==> config.mk <==
export PLATFORM = sky130hd
export DESIGN_NAME = uart_rx
export DESIGN_NICKNAME = d
export VERILOG_FILES = /design/src/rtl/uart_rx.sv
export SDC_FILE = /design/constraint.sdc
export NUM_CORES = 1
export LEC_CHECK = 0
export CAP_MARGIN = 25
export CORE_UTILIZATION = 35
export DETAILED_ROUTE_END_ITERATION = 7
export GPL_TIMING_DRIVEN = 0
export PLACE_DENSITY = 0.53
export SLEW_MARGIN = 0
export SYNTH_ARGS = -nofsm -noshare
export SYNTH_HDL_FRONTEND = slang
export SYNTH_SLANG_ARGS = --single-unit
export TNS_END_PERCENT = 100
==> constraint.sdc <==
create_clock -name clk -period 2.3 [get_ports clk]
set_input_delay 0.23 -clock clk [delete_from_list [all_inputs] [get_ports clk]]
set_output_delay 0.23 -clock clk [all_outputs]
set_load 0.02 [all_outputs]
==> src/rtl/uart_rx.sv <==
// uart_rx: 8N1 asynchronous serial receiver, LSB first, idle-high line.
// Two-flop synchronizer, mid-bit sampling from a clocks-per-bit counter,
// registered one-cycle valid / frame_err strobes, held-low break handling.
module uart_rx #(
  parameter int CLKS_PER_BIT = 16,
  parameter int DATA_BITS    = 8
) (
  input  logic                 clk,
  input  logic                 rst,
  input  logic                 rx,
  output logic [DATA_BITS-1:0] data_out,
  output logic                 valid,
  output logic                 frame_err,
  output logic                 busy
);

  localparam int CNT_W = $clog2(CLKS_PER_BIT);
  localparam int IDX_W = (DATA_BITS > 1) ? $clog2(DATA_BITS) : 1;

  localparam logic [CNT_W-1:0] CNT_HALF = CNT_W'(CLKS_PER_BIT / 2 - 1);
  localparam logic [CNT_W-1:0] CNT_FULL = CNT_W'(CLKS_PER_BIT - 1);
  localparam logic [IDX_W-1:0] IDX_LAST = IDX_W'(DATA_BITS - 1);

  typedef enum logic [2:0] {
    IDLE,
    START,
    DATA,
    STOP,
    BREAK
  } state_e;

  state_e                 state_q, state_d;
  logic [CNT_W-1:0]       cnt_q, cnt_d;
  logic [IDX_W-1:0]       idx_q, idx_d;
  logic [DATA_BITS-1:0]   shift_q, shift_d;
  logic [DATA_BITS-1:0]   data_q, data_d;
  logic                   valid_q, valid_d;
  logic                   ferr_q, ferr_d;
  logic                   rx_meta_q, rx_s_q;

  // Two-flop synchronizer; resets to the idle (high) line level.
  always_ff @(posedge clk or posedge rst) begin
    if (rst) begin
      rx_meta_q <= 1'b1;
      rx_s_q    <= 1'b1;
    end else begin
      rx_meta_q <= rx;
      rx_s_q    <= rx_meta_q;
    end
  end

  // FSM state, counters, shift register and registered output strobes.
  always_ff @(posedge clk or posedge rst) begin
    if (rst) begin
      state_q <= IDLE;
      cnt_q   <= '0;
      idx_q   <= '0;
      shift_q <= '0;
      data_q  <= '0;
      valid_q <= 1'b0;
      ferr_q  <= 1'b0;
    end else begin
      state_q <= state_d;
      cnt_q   <= cnt_d;
      idx_q   <= idx_d;
      shift_q <= shift_d;
      data_q  <= data_d;
      valid_q <= valid_d;
      ferr_q  <= ferr_d;
    end
  end

  // Next-state logic: half-bit start check, then full-bit spacing to mid-bit samples.
  always_comb begin
    state_d = state_q;
    cnt_d   = cnt_q;
    idx_d   = idx_q;
    shift_d = shift_q;
    data_d  = data_q;
    valid_d = 1'b0;
    ferr_d  = 1'b0;
    unique case (state_q)
      IDLE: begin
        if (!rx_s_q) begin
          state_d = START;
          cnt_d   = '0;
        end
      end
      START: begin
        if (cnt_q == CNT_HALF) begin
          cnt_d   = '0;
          idx_d   = '0;
          state_d = rx_s_q ? IDLE : DATA;
        end else begin
          cnt_d = cnt_q + 1'b1;
        end
      end
      DATA: begin
        if (cnt_q == CNT_FULL) begin
          cnt_d   = '0;
          shift_d = {rx_s_q, shift_q[DATA_BITS-1:1]};
          if (idx_q == IDX_LAST) begin
            state_d = STOP;
          end else begin
            idx_d = idx_q + 1'b1;
          end
        end else begin
          cnt_d = cnt_q + 1'b1;
        end
      end
      STOP: begin
        if (cnt_q == CNT_FULL) begin
          cnt_d = '0;
          if (rx_s_q) begin
            data_d  = shift_q;
            valid_d = 1'b1;
            state_d = IDLE;
          end else begin
            ferr_d  = 1'b1;
            state_d = BREAK;
          end
        end else begin
          cnt_d = cnt_q + 1'b1;
        end
      end
      BREAK: begin
        if (rx_s_q) begin
          state_d = IDLE;
        end
      end
      default: state_d = IDLE;
    endcase
  end

  assign data_out  = data_q;
  assign valid     = valid_q;
  assign frame_err = ferr_q;
  assign busy      = (state_q != IDLE);

endmodule

==> qor.yml <==
clocking:
  post_cts_buffers: 0
  max-clock-path-buffers: 2
  cts_root_buf: "clkbuf_8"
  cts-resized-gates: 0
  cts_hold_buffers: 0
  cts_tree: "built"
  htree_levels: 2
  cts.clk_slew.worst_paths_ns: 0.07
  insertion_delay_ns: 0.28
  cts_num_sinks: 30
  numCtsBuffers: 5
floorplan:
  dieArea_sq_um: 4040
  rows: 21
  die_h_um: 63.6
  die_x_um: 63.6
  initial_core_util: 0.382
  ios: 14
  coreArea_sq_um: 3470
yosys:
  ys_warn_count: 0
  synth_area_per_cell_sq_um: 13.3
  ys_top_cells_by_count: "dfrtp_1, mux2_2, nor2_1"
  yosys_register_bits: 30
  synth_edf_count: 0
  ys_seq_area_frac: 0.568
  synthCells: 100
  synthFlopType: "dfrtp_1"
  yosysUniqueCellTypes: 34
  syn-cell-area_sq_um: 1330
  syn-num-nets: 106
  synth_top_area_frac: 0.528
  synth.most_common_cell: "dfrtp_1"
  synth_top_cell_by_area: "dfrtp_1"
  ys_top_cells_by_area: "dfrtp_1, mux2_2, dfstp_2"
  async_flop_share: 1.00
placed_design:
  dp_hpwl_um: 1530
  place_congestion: 0.749
  placed_cell_area_sq_um: 1540
  numPlacedInstances: 160
  io_buffers: 13
timing:
  fin_crit_ns: 2.22
  rsz0062_at_grt: "no"
  setup-tns-final_ns: 0
  slew_violations: 0
  final-setup-viol-count: 0
  clock_skew_ns: 0.00349
  min_period_over_period: 0.964
  max_freq_mhz: 451
  worst_slew_pin_slew_ns: 0.452
  relSlewSlack: 0.698
  finalHoldViolCount: 0
critical_path:
  arrival_ns: 1.99
  startpoint_type: "register"
  path_depth: 3
  cp_top_family: "buffers and inverters"
  endpoint_kind: "primary output"
  cp_max_fo: 10
  critPathMaxStageDelay_ns: 0.54
  rr_worst_depth: 5
  path_class: "register to primary output"
  path_cells: "clkbuf_1 -> or3_2 -> clkdlybuf4s50_1"
  path_buf_inv: 2
  critPathRequiredTime_ns: 2.07
  cpMaxStageDelayCell: "clkdlybuf4s50_1"
status:
  status: "complete, no violations"
power:
  vdd_ir_drop_max_mv: 0.370
  power_density_nw_per_um2: 934
  power.leakage_nw: 0.756
detailed_routing:
  avgViaCountPerCell: 4.86
  finalWirelength_um: 2210
  first_iter_violations: 73
  postRouteAntennaNets: 0
  wl_per_cell_um: 13.2
  dr_total_vias: 817
  route.detailed.drc: 0
  drt_first_pass_iters: 2
layout:
  final_nets: 127
  final_cell_count_no_fill: 168
  n_antenna_cell: 0
  fin_area_sq_um: 1640
  area_growth_pct: 23.4
  drive_gt1_frac: 0.295
min_path:
  holdCritPathClass: "primary input to async pin"
grt:
  antenna_found_initial: 0
  grtUsageTotal: 0.133
  grt_pass1_wl_um: 3950
  grt_pass1_vias: 846
  grt_max_degree: 25
  grt_overflow: 0
flow_run:
  drv_cap: 0
[sequential cells by signal, indices dropped and copies added, names as in the netlist]
register	count
rx_s_q	1
valid	1
frame_err	1
shift_q	8
rx_meta_q	1
state_q	3
data_out	8
cnt_q	4
idx_q	3
[area by class of cell]
| cell class | count | area [sq um] |
|---|---|---|
| plain buffers | 5 | 35.0 |
| well taps | 46 | 57.6 |
| clock buffers | 6 | 82.6 |
| repair buffers | 14 | 158 |
| multi-input cells | 60 | 519 |
| clock inverters | 2 | 12.5 |
| inverters | 5 | 18.8 |
| fillers | 325 | 1830 |
| flip-flops and latches | 30 | 753 |
[worst reg2reg max path, delay by kind of cell, from the launching register on]
kind	cells	cell delay, ns
fa+ha+maj	2	0.40
simple gates	1	0.38
compound gates	1	0.43
mux	1	0.24
flops	1	0.38
[placed cells by master, fill, tap and decap left out, drive strengths merged]
cell / netlist / final
mux2: 16 / 16
xor2: 1 / 1
a21oi: 1 / 1
dfstp: 2 / 2
nor3: 1 / 1
nor3b: 1 / 1
nor2: 7 / 7
and4b: 1 / 1
nand3b: 1 / 1
a21o: 1 / 1
inv: 5 / 5
ha: 3 / 3
and3: 1 / 1
and2: 1 / 1
buf: 4 / 5
clkdlybuf4s50: 0 / 13
mux2i: 5 / 5
a2111oi: 1 / 1
a211oi: 1 / 1
a311oi: 1 / 1
nand3: 1 / 1
nand2: 5 / 5
a22o: 1 / 1
or3b: 1 / 1
dfrtp: 28 / 28
or3: 2 / 2
clkbuf: 1 / 7
a41oi: 1 / 1
o2bb2ai: 3 / 3
and4: 1 / 1
or2b: 1 / 1
clkinvlp: 0 / 1
clkinv: 0 / 1
o22ai: 1 / 1
[worst paths after layout]
check,start,end,slack [ns]
max in group asynchronous,rst,rx_s_q$_DFF_PP1_,1.57
hold reg to reg,rx_meta_q$_DFF_PP1_,rx_s_q$_DFF_PP1_,0.36
hold / removal,rst,state_q[0]$_DFFE_PP0P_,0.21
setup reg to reg,idx_q[0]$_DFFE_PP0P_,idx_q[1]$_DFFE_PP0P_,0.39
setup / recovery,state_q[2]$_DFFE_PP0P_,busy,0.08
min in group clk,rx,rx_meta_q$_DFF_PP1_,0.35
[per-layer routing]
layer	vias to the layer above	share of wire	track usage
met2	13	0.46	0.201
li1	396	-	-
met5	-	0	0
met3	7	0.038	0.0507
met4	0	0.026	0.0852
met1	401	0.48	0.156
[through the flow]
stage	util	hold WS [ns]	power (mW)	worst slack [ns]
after CTS	0.472	0.214	1.55	0.0708
after detailed placement	0.444	0.352	1.10	0.377
after global routing	0.472	0.283	1.62	0.0110
after floorplan	-	0.234	0.998	0.517
after global placement	0.437	0.348	1.08	0.393
final	0.472	0.213	1.53	0.0825
[kinds of logic (layout without fill, tap and decap cells)]
| logic type | count (synthesis) | after routing | synth area share |
|---|---|---|---|
| DFF | 30 | 30 | 0.568 |
| and+or+nand+nor | 24 | 24 | 0.103 |
| muxes | 21 | 21 | 0.174 |
| AOI/OAI and AO/OA | 11 | 11 | 0.0802 |
| buffers and inverters | 10 | 32 | 0.0406 |
| adders and majority gates | 3 | 3 | 0.0283 |
| xor gates and xnor gates | 1 | 1 | 0.00660 |
[where the power goes]
part,internal [mW],switching [mW],total (mW)
Clock,0.240,0.199,0.439
Combinational,0.203,0.220,0.423
Sequential,0.600,0.0668,0.667
Total,1.04,0.487,1.53
No activity file was read; power rests on OpenSTA's default activity.
